==> src/rtl/wb_arb_pkg.sv <==
// Shared types for the Wishbone memory arbiter: FSM states, master index type
// and the outstanding-counter width helper.
package wb_arb_pkg;

    typedef enum logic [1:0] {
        IDLE  = 2'd0,
        OWNED = 2'd1,
        DRAIN = 2'd2
    } arb_state_e;

    // Wide enough for up to 16 masters; modules slice down to $clog2(NUM_MASTERS).
    localparam int MAX_IDX_W = 4;
    typedef logic [MAX_IDX_W-1:0] master_idx_t;

    function automatic int cnt_width(input int max_out);
        return $clog2(max_out + 1);
    endfunction

endpackage

==> src/rtl/wb_arb_rr_picker.sv <==
// Combinational round-robin picker: first requester at or after ptr, wrapping.
module wb_arb_rr_picker
    import wb_arb_pkg::*;
#(
    parameter int N     = 2,
    parameter int IDX_W = 1
) (
    input  logic [N-1:0]     req,
    input  logic [IDX_W-1:0] ptr,
    output logic [IDX_W-1:0] gnt,
    output logic             gnt_vld
);

    always_comb begin
        master_idx_t cand;
        gnt     = '0;
        gnt_vld = 1'b0;
        cand    = '0;
        // Walk from the farthest offset back to ptr so the nearest requester wins.
        for (int i = N - 1; i >= 0; i--) begin
            cand = master_idx_t'((int'(ptr) + i) % N);
            if (req[cand[IDX_W-1:0]]) begin
                gnt     = cand[IDX_W-1:0];
                gnt_vld = 1'b1;
            end
        end
    end

endmodule

==> src/rtl/wb_mem_arbiter.sv <==
// Pipelined-Wishbone N:1 arbiter in front of the shared memory port. Holds the
// grant for a whole cycle and tracks in-flight requests so acks route correctly.
module wb_mem_arbiter
    import wb_arb_pkg::*;
#(
    parameter int NUM_MASTERS     = 2,
    parameter int DATA_WIDTH      = 128,
    parameter int ADDR_WIDTH      = 22,
    parameter int MAX_OUTSTANDING = 20
) (
    input  logic                                       clk_i,
    input  logic                                       rst_i,
    input  logic [NUM_MASTERS-1:0]                     m_cyc_i,
    input  logic [NUM_MASTERS-1:0]                     m_stb_i,
    input  logic [NUM_MASTERS-1:0]                     m_we_i,
    input  logic [NUM_MASTERS-1:0][ADDR_WIDTH-1:0]     m_addr_i,
    input  logic [NUM_MASTERS-1:0][DATA_WIDTH/8-1:0]   m_sel_i,
    input  logic [NUM_MASTERS-1:0][DATA_WIDTH-1:0]     m_wdata_i,
    output logic [DATA_WIDTH-1:0]                      m_rdata_o,
    output logic [NUM_MASTERS-1:0]                     m_ack_o,
    output logic [NUM_MASTERS-1:0]                     m_err_o,
    output logic [NUM_MASTERS-1:0]                     m_rty_o,
    output logic [NUM_MASTERS-1:0]                     m_stall_o,
    output logic                                       s_cyc_o,
    output logic                                       s_stb_o,
    output logic                                       s_we_o,
    output logic [ADDR_WIDTH-1:0]                      s_addr_o,
    output logic [DATA_WIDTH/8-1:0]                    s_sel_o,
    output logic [DATA_WIDTH-1:0]                      s_wdata_o,
    input  logic [DATA_WIDTH-1:0]                      s_rdata_i,
    input  logic                                       s_ack_i,
    input  logic                                       s_err_i,
    input  logic                                       s_rty_i,
    input  logic                                       s_stall_i,
    output logic [$clog2(NUM_MASTERS)-1:0]             owner_o,
    output logic                                       busy_o,
    output logic                                       proto_err_o
);

    localparam int IDX_W = $clog2(NUM_MASTERS);
    localparam int CNT_W = cnt_width(MAX_OUTSTANDING);
    localparam logic [CNT_W-1:0] CNT_MAX  = CNT_W'(MAX_OUTSTANDING);
    localparam logic [IDX_W-1:0] LAST_IDX = IDX_W'(NUM_MASTERS - 1);

    arb_state_e       state, state_nxt;
    logic [IDX_W-1:0] owner, owner_nxt;
    logic [IDX_W-1:0] ptr, ptr_nxt;
    logic [IDX_W-1:0] owner_inc;
    logic [IDX_W-1:0] pick_idx;
    logic             pick_vld;
    logic [CNT_W-1:0] cnt, cnt_nxt;
    logic             proto_err, proto_err_nxt;
    logic             owner_cyc;
    logic             resp;
    logic             resp_valid;
    logic             accept;

    wb_arb_rr_picker #(
        .N     (NUM_MASTERS),
        .IDX_W (IDX_W)
    ) u_picker (
        .req     (m_cyc_i),
        .ptr     (ptr),
        .gnt     (pick_idx),
        .gnt_vld (pick_vld)
    );

    assign owner_inc   = (owner == LAST_IDX) ? '0 : owner + IDX_W'(1);
    assign owner_cyc   = m_cyc_i[owner];
    assign resp        = s_ack_i | s_err_i | s_rty_i;
    // A response with nothing in flight is never forwarded or counted.
    assign resp_valid  = resp & (cnt != '0);
    assign m_rdata_o   = s_rdata_i;
    assign owner_o     = owner;
    assign busy_o      = (state != IDLE);
    assign proto_err_o = proto_err;

    always_comb begin
        state_nxt     = state;
        owner_nxt     = owner;
        ptr_nxt       = ptr;
        proto_err_nxt = proto_err | (resp & (cnt == '0));
        s_cyc_o       = 1'b0;
        s_stb_o       = 1'b0;
        s_we_o        = 1'b0;
        s_addr_o      = '0;
        s_sel_o       = '0;
        s_wdata_o     = '0;
        m_ack_o       = '0;
        m_err_o       = '0;
        m_rty_o       = '0;
        m_stall_o     = '1;

        case (state)
            IDLE: begin
                if (pick_vld) begin
                    state_nxt = OWNED;
                    owner_nxt = pick_idx;
                end
            end
            OWNED: begin
                s_cyc_o          = owner_cyc;
                s_stb_o          = owner_cyc & m_stb_i[owner] & (cnt < CNT_MAX);
                s_we_o           = m_we_i[owner];
                s_addr_o         = m_addr_i[owner];
                s_sel_o          = m_sel_i[owner];
                s_wdata_o        = m_wdata_i[owner];
                m_stall_o[owner] = s_stall_i | (cnt == CNT_MAX);
                m_ack_o[owner]   = s_ack_i & resp_valid;
                m_err_o[owner]   = s_err_i & resp_valid;
                m_rty_o[owner]   = s_rty_i & resp_valid;
                if (!owner_cyc) begin
                    if (cnt == '0) begin
                        state_nxt = IDLE;
                        ptr_nxt   = owner_inc;
                    end else begin
                        // Owner left with responses pending: swallow them in DRAIN.
                        state_nxt     = DRAIN;
                        proto_err_nxt = 1'b1;
                    end
                end
            end
            DRAIN: begin
                s_cyc_o = 1'b1;
                if ((cnt == '0) || ((cnt == CNT_W'(1)) && resp)) begin
                    state_nxt = IDLE;
                    ptr_nxt   = owner_inc;
                end
            end
            default: state_nxt = IDLE;
        endcase

        accept = s_stb_o & ~s_stall_i;
        case ({accept, resp_valid})
            2'b10:   cnt_nxt = cnt + CNT_W'(1);
            2'b01:   cnt_nxt = cnt - CNT_W'(1);
            default: cnt_nxt = cnt;
        endcase
    end

    always_ff @(posedge clk_i or posedge rst_i) begin
        if (rst_i) begin
            state     <= IDLE;
            owner     <= '0;
            ptr       <= '0;
            cnt       <= '0;
            proto_err <= 1'b0;
        end else begin
            state     <= state_nxt;
            owner     <= owner_nxt;
            ptr       <= ptr_nxt;
            cnt       <= cnt_nxt;
            proto_err <= proto_err_nxt;
        end
    end

endmodule

==> config.mk <==
export PLATFORM = sky130hd
export DESIGN_NAME = wb_mem_arbiter
export DESIGN_NICKNAME = d
export VERILOG_FILES = /design/src/rtl/wb_arb_pkg.sv /design/src/rtl/wb_arb_rr_picker.sv /design/src/rtl/wb_mem_arbiter.sv
export SDC_FILE = /design/constraint.sdc
export NUM_CORES = 1
export LEC_CHECK = 0
export BUFFER_PORTS_ARGS = -buffer_cell sky130_fd_sc_hd__buf_2
export CAP_MARGIN = 30
export CORE_AREA = 2 2 304 306
export DETAILED_ROUTE_END_ITERATION = 12
export DIE_AREA = 0 0 306 308
export GPL_TIMING_DRIVEN = 0
export PLACE_DENSITY_LB_ADDON = 0.25
export RECOVER_POWER = 25
export SKIP_CTS_REPAIR_TIMING = 1
export SLEW_MARGIN = 20
export SYNTH_ARGS = -nofsm -noshare
export SYNTH_HDL_FRONTEND = slang
export SYNTH_SLANG_ARGS = --single-unit
==> constraint.sdc <==
create_clock -name clk_i -period 5.1 [get_ports clk_i]
set_clock_uncertainty 0.05 [all_clocks]
set_input_delay 1.02 -clock clk_i [delete_from_list [all_inputs] [get_ports clk_i]]
set_output_delay 1.02 -clock clk_i [all_outputs]
set_load 0.01 [all_outputs]
# After elaboration in Yosys (flattened, before gate mapping)
# Index checks and enable logic that the tools add are counted.
# word_totals
ff_bits,10
out_inout_bits,308
in_bits,472
# op_classes
bitwise_logic,18
n_eq_ne,10
reduce_logical,12
n_addsub,4
order_cmp,5
muxes,46
# ops
op,n
128-bit 2-to-1 mux,3
22-bit 2-to-1 mux,3
16-bit 2-to-1 mux,3
1-bit 2-to-1 mux,24
2-bit 2-to-1 mux,8
5-bit one-hot mux with 2 select lines,1
1-bit AND,8
"2-bit inequality test, second input constant",4
2-bit AND,3
"1-bit by 2-bit < comparator with 1-bit output, second input constant",3
2-bit one-hot mux with 3 select lines,1
2-bit nonzero test,3
"5-bit by 1-bit adder with 5-bit output, second input constant",1
"5-bit by 1-bit == test with 1-bit output, second input constant",1
"5-bit == test, second input constant",1
5-bit zero test,1
"5-bit < comparator, second input constant",1
5-bit nonzero test,1
"5-bit by 1-bit subtractor with 5-bit output, second input constant",1
"2-bit by 1-bit == test with 1-bit output, second input constant",2
"2-bit == test, second input constant",2
1-bit OR,4
1-bit one-hot mux with 2 select lines,2
4-bit AND reduction,1
other kinds (11),13

# Logic depth before layout (Yosys ltp)
# Gate-level depths: netlist of run 1.
# logic_depth
ltp_word,8
ltp_mapped,8
ltp_nobuf,8

# Hierarchy
# A second synthesis of run 1 with hierarchy kept.
# unflattened
cells_unflattened,582
area_unflattened_um2,4606.9
# modules_own_cells
module,cells_per_inst,area_each_um2,instances,seq_area_each_um2
wb_mem_arbiter,579,4589.4,1,250.2
wb_arb_rr_picker,3,17.5,1,0.0

# Worst setup path after synthesis of run 1
# Ideal clock, no wire load.
# synth_path
path_kind,input port to output port
startpoint,input m_cyc_i[0]
endpoint,output s_cyc_o
setup_slack_ns,2.528
path_stages,3
t_required_ns,4.030
arrival_time_ns,1.502
path_cell_list,mux2_4 a21oi_1 nor2b_1
# synth_via
elab_chain_len,3
# synth_rtl
item,line,source
from (decl),wb_mem_arbiter.sv:13,"input logic [NUM_MASTERS-1:0] m_cyc_i,"
1-bit 2-to-1 mux (implied by the code) (2 in series),wb_mem_arbiter.sv:69,assign owner_cyc = m_cyc_i[owner];
1-bit one-hot mux with 2 select lines,wb_mem_arbiter.sv:94,case (state)
to (decl),wb_mem_arbiter.sv:24,"output logic s_cyc_o,"
# No other way between the ends. The select of a mux whose other input is x is not followed.

# Worst setup path after layout of run 1
# layout_path
startpoint,register owner (netlist: owner_o)
endpoint,output s_wdata_o[21]
# layout_via
elab_chain_len,3
# layout_rtl
item,line,source
from (decl),wb_mem_arbiter.sv:46,"logic [IDX_W-1:0] owner, owner_nxt;"
from (signal assigned),wb_mem_arbiter.sv:150,owner <= owner_nxt;
128-bit 2-to-1 mux (implied by the code) (2 in series),wb_mem_arbiter.sv:107,s_wdata_o = m_wdata_i[owner];
128-bit 2-to-1 mux,wb_mem_arbiter.sv:94,
to (decl),wb_mem_arbiter.sv:29,"output logic [DATA_WIDTH-1:0] s_wdata_o,"
# No other way between the ends. The select of a mux whose other input is x is not followed.

==> impl_metrics.xml, run 1 <==
<?xml version="1.0" encoding="UTF-8"?>
<metrics>
  <group name="outcome">
    <metric name="run_status" unit="">completed</metric>
  </group>
  <group name="hold_path">
    <metric name="hold_path_startpoint" unit="">proto_err_o</metric>
    <metric name="hold_removal_path_class" unit="">flop to flop</metric>
  </group>
  <group name="grt">
    <metric name="antenna_found_initial" unit="">15</metric>
    <metric name="grt_overflow" unit="">0</metric>
    <metric name="grt_first_pass_wirelength" unit="um">47600</metric>
    <metric name="maximum_number_of_pins_on_one_net_before_global_route_repair" unit="">11</metric>
    <metric name="groute.usage.overall" unit="%">7.38</metric>
    <metric name="first_global_vias" unit="">6092</metric>
  </group>
  <group name="worst_setup_path">
    <metric name="critical_path.endpoint_type" unit="">primary output</metric>
    <metric name="cp_cell_sequence" unit="">clkbuf_1 &gt; clkbuf_1 &gt; buf_6 &gt; buf_2 &gt; mux2i_2 &gt; nor2_1 &gt; buf_2</metric>
    <metric name="crit_path_top_delay_cell" unit="">mux2i_2</metric>
    <metric name="worst_path_largest_cell_delay" unit="ns">0.78</metric>
    <metric name="critical_path.n_buffers_inverters" unit="">5</metric>
    <metric name="crit_path_max_fanout" unit="">10</metric>
    <metric name="r2r-start" unit="">owner_o</metric>
    <metric name="arrival" unit="ns">3.12</metric>
    <metric name="path_delay_family" unit="">buffers and inverters</metric>
    <metric name="startpoint_type" unit="">flop</metric>
    <metric name="critical_path.startpoint" unit="">owner_o</metric>
    <metric name="setup.worst_path.class" unit="">flop to primary output</metric>
    <metric name="required" unit="ns">4.03</metric>
  </group>
  <group name="place">
    <metric name="portBuffers" unit="">651</metric>
    <metric name="detailed_place.area" unit="sq um">8980</metric>
    <metric name="globalplace.congestion" unit="">0.767</metric>
    <metric name="detailedPlace.worstSlack" unit="ns">1.20</metric>
    <metric name="dp.final_hpwl" unit="um">35900</metric>
    <metric name="numPlacedInstances" unit="">2422</metric>
  </group>
  <group name="clock_network">
    <metric name="clock-root-buffer" unit="">clkbuf_16</metric>
    <metric name="cts_buffers" unit="">3</metric>
    <metric name="cts_tree" unit="">done</metric>
    <metric name="worstSkewPairLatency" unit="ns">0.24</metric>
    <metric name="number_of_h_tree_levels" unit="">1</metric>
    <metric name="clock_sinks" unit="">10</metric>
    <metric name="worst_setup_hold_path_clk_slew" unit="ns">0.04</metric>
    <metric name="max-clock-path-buffers" unit="">2</metric>
  </group>
  <group name="sta">
    <metric name="hold_viol_final" unit="">0</metric>
    <metric name="worst_slack" unit="ns">0.912</metric>
    <metric name="slew_at_the_pin_closest_to_its_max_slew_limit" unit="ns">0.841</metric>
    <metric name="grt_setup_unrepaired" unit="">no</metric>
    <metric name="max_slew_margin" unit="%">42.8</metric>
    <metric name="totalNegativeSetupSlack" unit="ns">0</metric>
    <metric name="fin_crit_sh" unit="%">82.1</metric>
    <metric name="maxClockFrequency" unit="MHz">239</metric>
    <metric name="report.final.setup_viol" unit="">0</metric>
    <metric name="finalWorstPathRequiredPeriod" unit="ns">4.19</metric>
    <metric name="report.final.slew_viol_count" unit="">0</metric>
  </group>
  <group name="detailed_routing">
    <metric name="wirelength" unit="um">38600</metric>
    <metric name="highest-signal-layer" unit="">met5</metric>
    <metric name="met3_length" unit="um">3940</metric>
    <metric name="drt_iter0_drcs" unit="">158</metric>
    <metric name="average_routed_wire_per_standard_cell" unit="um">15.9</metric>
    <metric name="antenna_violating_nets_post_route" unit="">0</metric>
    <metric name="via_per_inst" unit="">2.60</metric>
    <metric name="num_vias" unit="">6327</metric>
    <metric name="routed_length_on_met2" unit="um">17100</metric>
    <metric name="drc" unit="">0</metric>
    <metric name="drt_pass1_iterations" unit="">4</metric>
    <metric name="wirelength_met1" unit="um">16700</metric>
  </group>
  <group name="power_and_ir_drop">
    <metric name="power.density" unit="nW/um^2">406</metric>
    <metric name="max-vdd-ir-drop" unit="V">0.000149</metric>
    <metric name="power_leakage" unit="nW">5.00</metric>
    <metric name="post-layout-total-power" unit="mW">3.65</metric>
  </group>
  <group name="synth">
    <metric name="synth.ff_latch_count" unit="">10</metric>
    <metric name="dominant_combinational_cell_family_by_area_after_synthesis" unit="">multiplexers</metric>
    <metric name="synth_cell_types" unit="">35</metric>
    <metric name="mux_contribution_to_synthesized_area" unit="%">41.1</metric>
    <metric name="portion_of_the_post_synthesis_area_used_by_sequential_elements" unit="%">5.98</metric>
    <metric name="syn_nets" unit="">1062</metric>
    <metric name="yosys_warnings" unit="">0</metric>
    <metric name="synthAdderAreaFrac" unit="%">2.39</metric>
    <metric name="post_synth_and_or_nand_nor_area_fraction" unit="%">19.2</metric>
    <metric name="post_synth.cell_area_avg" unit="sq um">7.19</metric>
    <metric name="complex_gate_fraction_of_the_synthesized_area" unit="%">2.72</metric>
    <metric name="postSynthCellCount" unit="">582</metric>
    <metric name="synth.cell_area" unit="sq um">4190</metric>
    <metric name="yosys.area_share.xor_xnor" unit="%">1.05</metric>
  </group>
  <group name="layout">
    <metric name="multi_input_gate_area_in_the_final_layout" unit="sq um">2780</metric>
    <metric name="fillers" unit="">10729</metric>
    <metric name="final-seq-area" unit="sq um">250</metric>
    <metric name="post_route_cells_drive_above_1_share" unit="%">60.0</metric>
    <metric name="final-instance-count-excl-fill" unit="">2434</metric>
    <metric name="num-nets-final" unit="">1721</metric>
    <metric name="area_delta_synth_final" unit="%">115</metric>
    <metric name="fin_area" unit="sq um">8990</metric>
  </group>
  <group name="floorplanning">
    <metric name="floorplan_die_height" unit="um">308</metric>
    <metric name="floorplan.io_pins" unit="">780</metric>
    <metric name="core.rowCount" unit="">111</metric>
    <metric name="fp.dieArea" unit="sq um">94200</metric>
    <metric name="core_footprint" unit="sq um">91000</metric>
    <metric name="start_util" unit="%">4.60</metric>
    <metric name="die-width" unit="um">306</metric>
  </group>
  <group name="flow_run">
    <metric name="cap_viol_max_count" unit="">0</metric>
  </group>
</metrics>
cell usage after synthesis:
library cell	count	area share (%)
mux2_1	1	0.27
and4_1	1	0.21
nor4b_2	1	0.36
a21oi_1	5	0.60
and4b_1	1	0.24
a221o_1	1	0.24
and3_1	3	0.45
buf_2	18	2.2
buf_4	128	23
xnor2_1	2	0.42
and2_1	3	0.45
inv_2	1	0.090
nor2b_1	3	0.45
nand2_1	3	0.27
o21a_1	1	0.18
or3_1	1	0.15
clkbuf_1	18	1.6
o21ai_0	5	0.60
nor3_1	2	0.24
ha_1	8	2.4
mux2_4	1	0.36
dfrtp_1	10	6.0
o31a_1	1	0.21
a31oi_1	1	0.15
inv_1	6	0.54
xor2_1	3	0.63
o31ai_1	3	0.54
mux2_2	1	0.27
buf_1	3	0.27
nand2b_1	2	0.30
nand3_1	2	0.24
nand4b_1	2	0.42
mux2i_1	168	40
a21oi_2	1	0.21
nor2_1	172	15
sequential cells by signal (all words and copies together), names as in the netlist:
name and flops:
owner_o 1, cnt 5, state 2, proto_err_o 1, ptr 1
area by class of cell:
cell class	count	area share, %
clock buffers	3	0.835
flip-flops and latches	10	2.78
multi-input cells	398	31.0
repair buffers	654	35.8
inverters	7	0.292
well taps	1186	16.5
plain buffers	167	12.6
diodes	9	0.251
cells in the final DEF (no fill, tap or decap), drive strengths merged:
| master | instances |
|---|---|
| buf | 737 |
| nor2 | 172 |
| mux2i | 168 |
| clkbuf | 87 |
| dfrtp | 10 |
| diode | 9 |
| ha | 8 |
| inv | 7 |
| a21oi | 6 |
| o21ai | 5 |
| nand2 | 3 |
| nor2b | 3 |
| o31ai | 3 |
| xor2 | 3 |
| and2 | 3 |
| and3 | 3 |
| mux2 | 3 |
| xnor2 | 2 |
| nand2b | 2 |
| nor3 | 2 |
| nand3 | 2 |
| nand4b | 2 |
| a31oi | 1 |
| nor4b | 1 |
| o31a | 1 |
| a221o | 1 |
| and4 | 1 |
| and4b | 1 |
| or3 | 1 |
| o21a | 1 |
worst min-delay path: stages, from the launching register on:
cell and delay, ns:
dfrtp_1 0.35, a21oi_1 0.05, o31ai_1 0.06
report_power, final:
group	total, mW	internal, mW	leakage (nW)	switching (mW)
sequential	0.156	0.119	0.116	0.0372
combinational	3.35	1.25	4.84	2.11
clock	0.141	0.102	0.0370	0.0389
final timing paths:
| kind | endpoint | slack [ns] | depth (start not counted) |
|---|---|---|---|
| min in group asynchronous | cnt[0] | 0.72 | 2 |
| worst min register to register | proto_err_o | 0.44 | 2 |
| worst max register to register | cnt[2] | 2.64 | 8 |
| max in group asynchronous | cnt[4] | 3.98 | 2 |
| worst max-delay path | s_wdata_o[21] | 0.91 | 7 |
| worst min-delay path | proto_err_o | 0.44 | 2 |
per-stage QoR:
stage | hold slack [ns] | util, %
after floorplan | 0.424 | -
after global placement | 0.442 | 9.82
after detailed placement | 0.422 | 9.87
after CTS | 0.433 | 9.95
after global routing | 0.484 | 9.87
final | 0.439 | 9.88
cells by family (layout without fill, tap and decap cells):
group / after synthesis / in the layout
adder cells (fa/ha/maj): 8 / 8
multiplexers: 171 / 171
flip-flops: 10 / 10
AO/OA/AOI/OAI: 18 / 18
other: 0 / 9
AND/OR/NAND/NOR: 196 / 196
XOR/XNOR: 5 / 5
buffers and inverters: 174 / 831
layer usage:
layer	GRT usage, %	vias to the layer above
met5	0	-
met4	2.04	2
met1	9.40	2700
met2	11.7	475
li1	-	3122
met3	2.56	28
(Power assumes the default switching activity.)
==> inputs of run 2 (changes only) <==
--- a/config.mk
+++ b/config.mk
@@ -5,11 +5,12 @@
 export SDC_FILE = /design/constraint.sdc
 export NUM_CORES = 1
 export LEC_CHECK = 0
+export ABC_AREA = 1
 export BUFFER_PORTS_ARGS = -buffer_cell sky130_fd_sc_hd__buf_2
 export CAP_MARGIN = 30
-export CORE_AREA = 2 2 304 306
+export CORE_AREA = 2 2 307 309
 export DETAILED_ROUTE_END_ITERATION = 12
-export DIE_AREA = 0 0 306 308
+export DIE_AREA = 0 0 309 311
 export GPL_TIMING_DRIVEN = 0
 export PLACE_DENSITY_LB_ADDON = 0.25
 export RECOVER_POWER = 25
==> constraint.sdc (replaced) <==
create_clock -name clk_i -period 3.55 [get_ports clk_i]
set_clock_uncertainty 0.05 [all_clocks]
set_input_delay 0.71 -clock clk_i [delete_from_list [all_inputs] [get_ports clk_i]]
set_output_delay 0.71 -clock clk_i [all_outputs]
set_load 0.01 [all_outputs]
==> impl_metrics.xml, run 2 <==
<?xml version="1.0" encoding="UTF-8"?>
<metrics>
  <group name="worst_setup_path">
    <metric name="setup.worst_path.class" unit="">flop to primary output</metric>
    <metric name="critical_path.n_buffers_inverters" unit="">6</metric>
    <metric name="startpoint_type" unit="">flop</metric>
    <metric name="arrival" unit="ns">2.53</metric>
    <metric name="path_delay_family" unit="">buffers and inverters</metric>
    <metric name="critical_path.endpoint_type" unit="">primary output</metric>
    <metric name="required" unit="ns">2.79</metric>
    <metric name="worst_path_largest_cell_delay" unit="ns">0.39</metric>
    <metric name="cp_cell_sequence" unit="">inv_1 &gt; ha_1 &gt; inv_2 &gt; nor2_4 &gt; buf_12 &gt; buf_4 &gt; clkbuf_4 &gt; a22o_1 &gt; buf_2</metric>
    <metric name="crit_path_top_delay_cell" unit="">dfrtp_1</metric>
    <metric name="crit_path_max_fanout" unit="">10</metric>
  </group>
  <group name="layout">
    <metric name="largest_register_ffs" unit="">5</metric>
    <metric name="area_delta_synth_final" unit="%">141</metric>
    <metric name="post-route-util" unit="%">8.96</metric>
    <metric name="multi_input_gate_area_in_the_final_layout" unit="sq um">1930</metric>
    <metric name="largestRegisters" unit="">cnt: 5 flops, state: 2 flops</metric>
    <metric name="final-seq-area" unit="sq um">250</metric>
    <metric name="num-nets-final" unit="">1587</metric>
    <metric name="post_route_cells_drive_above_1_share" unit="%">68.4</metric>
    <metric name="largest_register" unit="">cnt</metric>
    <metric name="highest_count_cells_in_the_layout_ignoring_fill_and_taps" unit="">buf_2 (609), a22o_1 (167), buf_4 (135)</metric>
    <metric name="fin_area" unit="sq um">8310</metric>
    <metric name="fillers" unit="">11059</metric>
    <metric name="layout.cells.most_common" unit="">buf_2</metric>
    <metric name="final-instance-count-excl-fill" unit="">2363</metric>
  </group>
  <group name="synth">
    <metric name="synth_cell_types" unit="">26</metric>
    <metric name="yosys-top-cells-count" unit="">a22o_1 (167), buf_4 (134), buf_2 (29)</metric>
    <metric name="synth_top_area_cell" unit="">a22o_1</metric>
    <metric name="dominant_combinational_cell_family_by_area_after_synthesis" unit="">compound AO/OA/AOI/OAI gates</metric>
    <metric name="syn_nets" unit="">929</metric>
    <metric name="postSynthCellCount" unit="">449</metric>
    <metric name="post_synth.cell_area_avg" unit="sq um">7.67</metric>
    <metric name="mux_contribution_to_synthesized_area" unit="%">0</metric>
    <metric name="portion_of_the_post_synthesis_area_used_by_sequential_elements" unit="%">7.27</metric>
    <metric name="yosys-top-cells-area" unit="">a22o_1 (42%), buf_4 (29%), dfrtp_1 (7.3%)</metric>
    <metric name="yosys.cell_count.top_type" unit="">a22o_1</metric>
    <metric name="complex_gate_fraction_of_the_synthesized_area" unit="%">45.8</metric>
    <metric name="synth_top_flop_cell" unit="">dfrtp_1</metric>
    <metric name="synthAdderAreaFrac" unit="%">2.91</metric>
    <metric name="synthDominantCellAreaShare" unit="%">42.5</metric>
    <metric name="asyncSetResetFlopFracSynth" unit="%">100</metric>
    <metric name="synth_edf_count" unit="">0</metric>
    <metric name="synth.ff_latch_count" unit="">10</metric>
    <metric name="yosys.area_share.xor_xnor" unit="%">0.763</metric>
    <metric name="post_synth_and_or_nand_nor_area_fraction" unit="%">6.69</metric>
    <metric name="yosys_warnings" unit="">0</metric>
    <metric name="synth.cell_area" unit="sq um">3440</metric>
  </group>
  <group name="grt">
    <metric name="groute.usage.overall" unit="%">7.24</metric>
    <metric name="grt_overflow" unit="">0</metric>
    <metric name="first_global_vias" unit="">5977</metric>
    <metric name="maximum_number_of_pins_on_one_net_before_global_route_repair" unit="">11</metric>
    <metric name="grt_first_pass_wirelength" unit="um">48300</metric>
    <metric name="antenna_found_initial" unit="">8</metric>
  </group>
  <group name="sta">
    <metric name="maxClockFrequency" unit="MHz">304</metric>
    <metric name="fin_crit_sh" unit="%">92.6</metric>
    <metric name="report.final.slew_viol_count" unit="">0</metric>
    <metric name="totalNegativeSetupSlack" unit="ns">0</metric>
    <metric name="hold_viol_final" unit="">0</metric>
    <metric name="max_slew_margin" unit="%">59.6</metric>
    <metric name="slew_at_the_pin_closest_to_its_max_slew_limit" unit="ns">0.599</metric>
    <metric name="finalWorstPathRequiredPeriod" unit="ns">3.29</metric>
    <metric name="worst_slack" unit="ns">0.264</metric>
    <metric name="report.final.setup_viol" unit="">0</metric>
    <metric name="fin_worst_hold_slack" unit="ns">0.408</metric>
  </group>
  <group name="outcome">
    <metric name="run_status" unit="">completed</metric>
  </group>
  <group name="floorplanning">
    <metric name="floorplan.io_pins" unit="">780</metric>
    <metric name="core_footprint" unit="sq um">92800</metric>
    <metric name="floorplan_die_height" unit="um">311</metric>
    <metric name="die-width" unit="um">309</metric>
    <metric name="start_util" unit="%">3.71</metric>
    <metric name="fp.dieArea" unit="sq um">96100</metric>
    <metric name="core.rowCount" unit="">112</metric>
  </group>
  <group name="detailed_routing">
    <metric name="drt_pass1_iterations" unit="">4</metric>
    <metric name="drt_iter0_drcs" unit="">206</metric>
    <metric name="drc" unit="">0</metric>
    <metric name="antenna_violating_nets_post_route" unit="">0</metric>
    <metric name="via_per_inst" unit="">2.51</metric>
    <metric name="average_routed_wire_per_standard_cell" unit="um">16.3</metric>
    <metric name="num_vias" unit="">5927</metric>
    <metric name="wirelength" unit="um">38500</metric>
  </group>
  <group name="place">
    <metric name="portBuffers" unit="">651</metric>
    <metric name="dp.final_hpwl" unit="um">35400</metric>
    <metric name="detailed_place.area" unit="sq um">8270</metric>
    <metric name="numPlacedInstances" unit="">2354</metric>
    <metric name="globalplace.congestion" unit="">0.772</metric>
    <metric name="detailedPlace.worstSlack" unit="ns">0.0737</metric>
  </group>
  <group name="hold_path">
    <metric name="hold_removal_path_class" unit="">input pin to async pin</metric>
  </group>
  <group name="power_and_ir_drop">
    <metric name="power_leakage" unit="nW">4.49</metric>
    <metric name="max-vdd-ir-drop" unit="V">0.000218</metric>
    <metric name="power.density" unit="nW/um^2">531</metric>
    <metric name="post-layout-total-power" unit="mW">4.41</metric>
  </group>
  <group name="clock_network">
    <metric name="clock-root-buffer" unit="">clkbuf_16</metric>
    <metric name="worst_setup_hold_path_clk_slew" unit="ns">0.04</metric>
    <metric name="number_of_h_tree_levels" unit="">1</metric>
    <metric name="worstSkewPairLatency" unit="ns">0.24</metric>
    <metric name="cts_buffers" unit="">3</metric>
    <metric name="max-clock-path-buffers" unit="">2</metric>
    <metric name="clock_sinks" unit="">10</metric>
    <metric name="cts_tree" unit="">done</metric>
  </group>
  <group name="flow_run">
    <metric name="cap_viol_max_count" unit="">0</metric>
  </group>
</metrics>
## run 2: changes by cell type after synthesis, sizes merged, moves of 4 or more
cell,before,now
a22o,0,167
buf,149,165
clkbuf,18,0
inv,7,25
mux2i,168,0
nand2,3,29
nand3,2,6
nor2,172,14
## run 2: worst register-to-register path: stages, from the launching register on
cell and delay [ns]:
dfrtp_1 0.39, inv_1 0.08, ha_1 0.25, o211ai_1 0.28
a211oi_2 0.33, nand2_1 0.10, ha_1 0.25, inv_1 0.15
nor2_1 0.06, nor2_1 0.16, o21ai_0 0.13, xor2_1 0.15
inv_1 0.05
## run 2: cell families (layout without fill, tap and decap cells)
logic type / after synthesis / in the layout
AO/OA/AOI/OAI: 185 / 185
buffers and inverters: 190 / 847
AND/OR/NAND/NOR: 53 / 53
other: 0 / 3
adder cells (fa/ha/maj): 8 / 8
flip-flops: 10 / 10
XOR/XNOR: 3 / 3
## run 2: power breakdown
| group | internal [mW] | leakage, nW | switching (mW) |
|---|---|---|---|
| registers | 0.168 | 0.116 | 0.0572 |
| clock network | 0.170 | 0.0442 | 0.0606 |
| logic | 1.53 | 4.33 | 2.42 |
| total | 1.87 | 4.49 | 2.54 |
## run 2: worst paths after layout
kind                                   from        endpoint  slack (ns)  cells past startpoint
max in group asynchronous             rst_i          cnt[3]        2.73                      2
worst max-delay path               state[1]  s_wdata_o[120]        0.26                      9
worst max register to register     state[1]          cnt[2]        1.01                     12
worst min-delay path                  rst_i     proto_err_o        0.41                      2
min in group clk_i              proto_err_o     proto_err_o        0.42                      2
worst min register to register  proto_err_o     proto_err_o        0.42                      2
## run 2: area by class of cell
type | instances | area share (%)
multi-input cells | 249 | 23.3
well taps | 1254 | 18.9
flip-flops and latches | 10 | 3.01
repair buffers | 653 | 38.5
plain buffers | 165 | 14.1
inverters | 25 | 1.13
clock buffers | 4 | 1.07
diodes | 3 | 0.0903
## run 2: layer usage
layer  track usage, %  wire [um]  up-vias  part of all wire [%]
met5                0         29        -                 0.075
met2             13.0      18700      374                    49
li1                 -          -     2857                     -
met1             8.78      15700     2672                    41
met3             2.00       3680       20                   9.6
met4            0.717        363        4                  0.94
==> inputs of run 3 (changes only) <==
--- a/config.mk
+++ b/config.mk
@@ -8,10 +8,11 @@
 export ABC_AREA = 1
 export BUFFER_PORTS_ARGS = -buffer_cell sky130_fd_sc_hd__buf_2
 export CAP_MARGIN = 30
-export CORE_AREA = 2 2 307 309
+export CORE_AREA = 2 2 303 305
 export DETAILED_ROUTE_END_ITERATION = 12
-export DIE_AREA = 0 0 309 311
+export DIE_AREA = 0 0 305 307
 export GPL_TIMING_DRIVEN = 0
+export HOLD_SLACK_MARGIN = 0.05
 export PLACE_DENSITY_LB_ADDON = 0.25
 export RECOVER_POWER = 25
 export SKIP_CTS_REPAIR_TIMING = 1
==> constraint.sdc (replaced) <==
create_clock -name clk_i -period 3.3 [get_ports clk_i]
set_clock_uncertainty 0.05 [all_clocks]
set_input_delay 0.66 -clock clk_i [delete_from_list [all_inputs] [get_ports clk_i]]
set_output_delay 0.66 -clock clk_i [all_outputs]
set_load 0.01 [all_outputs]
==> impl_metrics.xml, run 3 (synthesized netlist as in run 2, its figures left out) <==
<?xml version="1.0" encoding="UTF-8"?>
<metrics>
  <group name="flow_run">
    <metric name="cap_viol_max_count" unit="">0</metric>
  </group>
  <group name="worst_setup_path">
    <metric name="required" unit="ns">2.59</metric>
    <metric name="setup.worst_path.class" unit="">flop to primary output</metric>
    <metric name="path_delay_family" unit="">buffers and inverters</metric>
    <metric name="crit_path_top_delay_cell" unit="">dfrtp_1</metric>
    <metric name="cp_num_cells" unit="">8</metric>
    <metric name="worst_path_largest_cell_delay" unit="ns">0.39</metric>
    <metric name="critical_path.n_buffers_inverters" unit="">5</metric>
    <metric name="ff2ff_path_depth" unit="">12</metric>
    <metric name="cp_common_cell" unit="">buf_2</metric>
    <metric name="startpoint_type" unit="">flop</metric>
    <metric name="arrival" unit="ns">2.35</metric>
    <metric name="cp_cell_sequence" unit="">inv_1 &gt; ha_1 &gt; nand2_2 &gt; clkinv_2 &gt; buf_6 &gt; buf_2 &gt; a22o_1 &gt; buf_2</metric>
    <metric name="critical_path.endpoint_type" unit="">primary output</metric>
    <metric name="crit_path_max_fanout" unit="">10</metric>
  </group>
  <group name="layout">
    <metric name="largest_register" unit="">cnt</metric>
    <metric name="post_route_cells_drive_above_1_share" unit="%">68.3</metric>
    <metric name="largestRegisters" unit="">cnt: 5 flops, state: 2 flops</metric>
    <metric name="num-nets-final" unit="">1587</metric>
    <metric name="largest_register_ffs" unit="">5</metric>
    <metric name="highest_count_cells_in_the_layout_ignoring_fill_and_taps" unit="">buf_2 (605), a22o_1 (167), buf_4 (136)</metric>
    <metric name="post-route-util" unit="%">9.07</metric>
    <metric name="area_delta_synth_final" unit="%">139</metric>
    <metric name="layout.cells.most_common" unit="">buf_2</metric>
  </group>
  <group name="detailed_routing">
    <metric name="wirelength" unit="um">38100</metric>
    <metric name="antenna_violating_nets_post_route" unit="">0</metric>
    <metric name="drc" unit="">0</metric>
    <metric name="drt_iter0_drcs" unit="">200</metric>
    <metric name="via_per_inst" unit="">2.58</metric>
    <metric name="average_routed_wire_per_standard_cell" unit="um">16.6</metric>
    <metric name="num_vias" unit="">5929</metric>
    <metric name="drt_pass1_iterations" unit="">4</metric>
  </group>
  <group name="hold_path">
    <metric name="hold_removal_path_class" unit="">input pin to async pin</metric>
  </group>
  <group name="sta">
    <metric name="max_slew_margin" unit="%">59.3</metric>
    <metric name="report.final.slew_viol_count" unit="">0</metric>
    <metric name="maxClockFrequency" unit="MHz">327</metric>
    <metric name="grt_setup_unrepaired" unit="">no</metric>
    <metric name="slew_at_the_pin_closest_to_its_max_slew_limit" unit="ns">0.608</metric>
    <metric name="fin_crit_sh" unit="%">92.6</metric>
    <metric name="report.final.setup_viol" unit="">0</metric>
    <metric name="hold_viol_final" unit="">0</metric>
    <metric name="finalWorstPathRequiredPeriod" unit="ns">3.06</metric>
  </group>
  <group name="clock_network">
    <metric name="max-clock-path-buffers" unit="">2</metric>
    <metric name="number_of_h_tree_levels" unit="">1</metric>
    <metric name="clock_sinks" unit="">10</metric>
    <metric name="clock-root-buffer" unit="">clkbuf_16</metric>
    <metric name="cts_buffers" unit="">3</metric>
    <metric name="worst_setup_hold_path_clk_slew" unit="ns">0.04</metric>
    <metric name="cts_tree" unit="">done</metric>
    <metric name="worstSkewPairLatency" unit="ns">0.23</metric>
  </group>
  <group name="place">
    <metric name="globalplace.congestion" unit="">0.779</metric>
    <metric name="dp.final_hpwl" unit="um">35000</metric>
    <metric name="portBuffers" unit="">651</metric>
  </group>
  <group name="grt">
    <metric name="grt_overflow" unit="">0</metric>
    <metric name="grt_first_pass_wirelength" unit="um">48000</metric>
    <metric name="first_global_vias" unit="">5918</metric>
    <metric name="maximum_number_of_pins_on_one_net_before_global_route_repair" unit="">11</metric>
    <metric name="antenna_found_initial" unit="">10</metric>
    <metric name="groute.usage.overall" unit="%">7.42</metric>
  </group>
  <group name="floorplanning">
    <metric name="fp.dieArea" unit="sq um">93600</metric>
    <metric name="floorplan.io_pins" unit="">780</metric>
    <metric name="start_util" unit="%">3.80</metric>
    <metric name="floorplan_die_height" unit="um">307</metric>
    <metric name="die-width" unit="um">305</metric>
    <metric name="core.rowCount" unit="">111</metric>
    <metric name="core_footprint" unit="sq um">90700</metric>
  </group>
  <group name="power_and_ir_drop">
    <metric name="power.density" unit="nW/um^2">575</metric>
    <metric name="power_leakage" unit="nW">4.48</metric>
    <metric name="max-vdd-ir-drop" unit="V">0.000195</metric>
    <metric name="post-layout-total-power" unit="mW">4.73</metric>
  </group>
  <group name="outcome">
    <metric name="run_status" unit="">completed</metric>
  </group>
</metrics>
[run 3: changes by cell type in the layout (fill, tap and decap cells not counted), sizes merged]
| cell | delta |
|---|---|
| clkinv | +1 |
| inv | -1 |
| buf | -2 |
| clkbuf | +1 |
| diode | +3 |
[run 3: per-layer routing]
layer | wire length, um | global-route usage (%)
met5 | 0 | 0
met4 | 976 | 1.87
met3 | 3510 | 2.24
met2 | 19000 | 13.4
met1 | 14600 | 8.44
[run 3: final cells by class]
| cell class | instances | area, sq um |
|---|---|---|
| Tap cell | 1186 | 1480 |
| Clock buffer | 3 | 75.1 |
| Timing Repair Buffer | 654 | 3210 |
| Fill cell | 10771 | 82500 |
| Antenna cell | 6 | 15.0 |
| Buffer | 164 | 1170 |
| Inverter | 25 | 95.1 |
| Multi-Input combinational cell | 249 | 1930 |
| Sequential cell | 10 | 250 |
[run 3: path summary, 6_finish.rpt]
kind | endpoint | startpoint | slack [ns]
max | s_wdata_o[56] | state[1] | 0.24
min | cnt[3] | rst_i | 0.38
max reg2reg | cnt[2] | state[1] | 0.74
min reg2reg | proto_err_o | proto_err_o | 0.42
max in group asynchronous | state[1] | rst_i | 2.49
min in group clk_i | proto_err_o | proto_err_o | 0.42
[run 3: where the power goes]
group          switching (mW)  internal, mW  total, mW  leakage (nW)
clock network          0.0553         0.157      0.212        0.0370
logic                    2.61          1.66       4.27          4.32
registers              0.0636         0.181      0.245         0.116
[run 3: metrics by stage]
| stage | setup TNS [ns] | std cells | setup slack, ns | instance area [sq um] | hold slack, ns |
|---|---|---|---|---|---|
| 5_1_grt | 0 | 2295 | 0.0499 | 8220 | 0.414 |
| 2_1_floorplan | 0 | 449 | 1.01 | 3440 | 0.392 |
| 3_5_place_dp | -0.247 | 2286 | -0.0921 | 8190 | 0.407 |
| 4_1_cts | -12.71 | 2289 | -0.352 | 8260 | 0.418 |
| 6_report | 0 | 2297 | 0.243 | 8230 | 0.384 |
| 3_3_place_gp | -0.204 | 2286 | -0.0616 | 8190 | 0.417 |
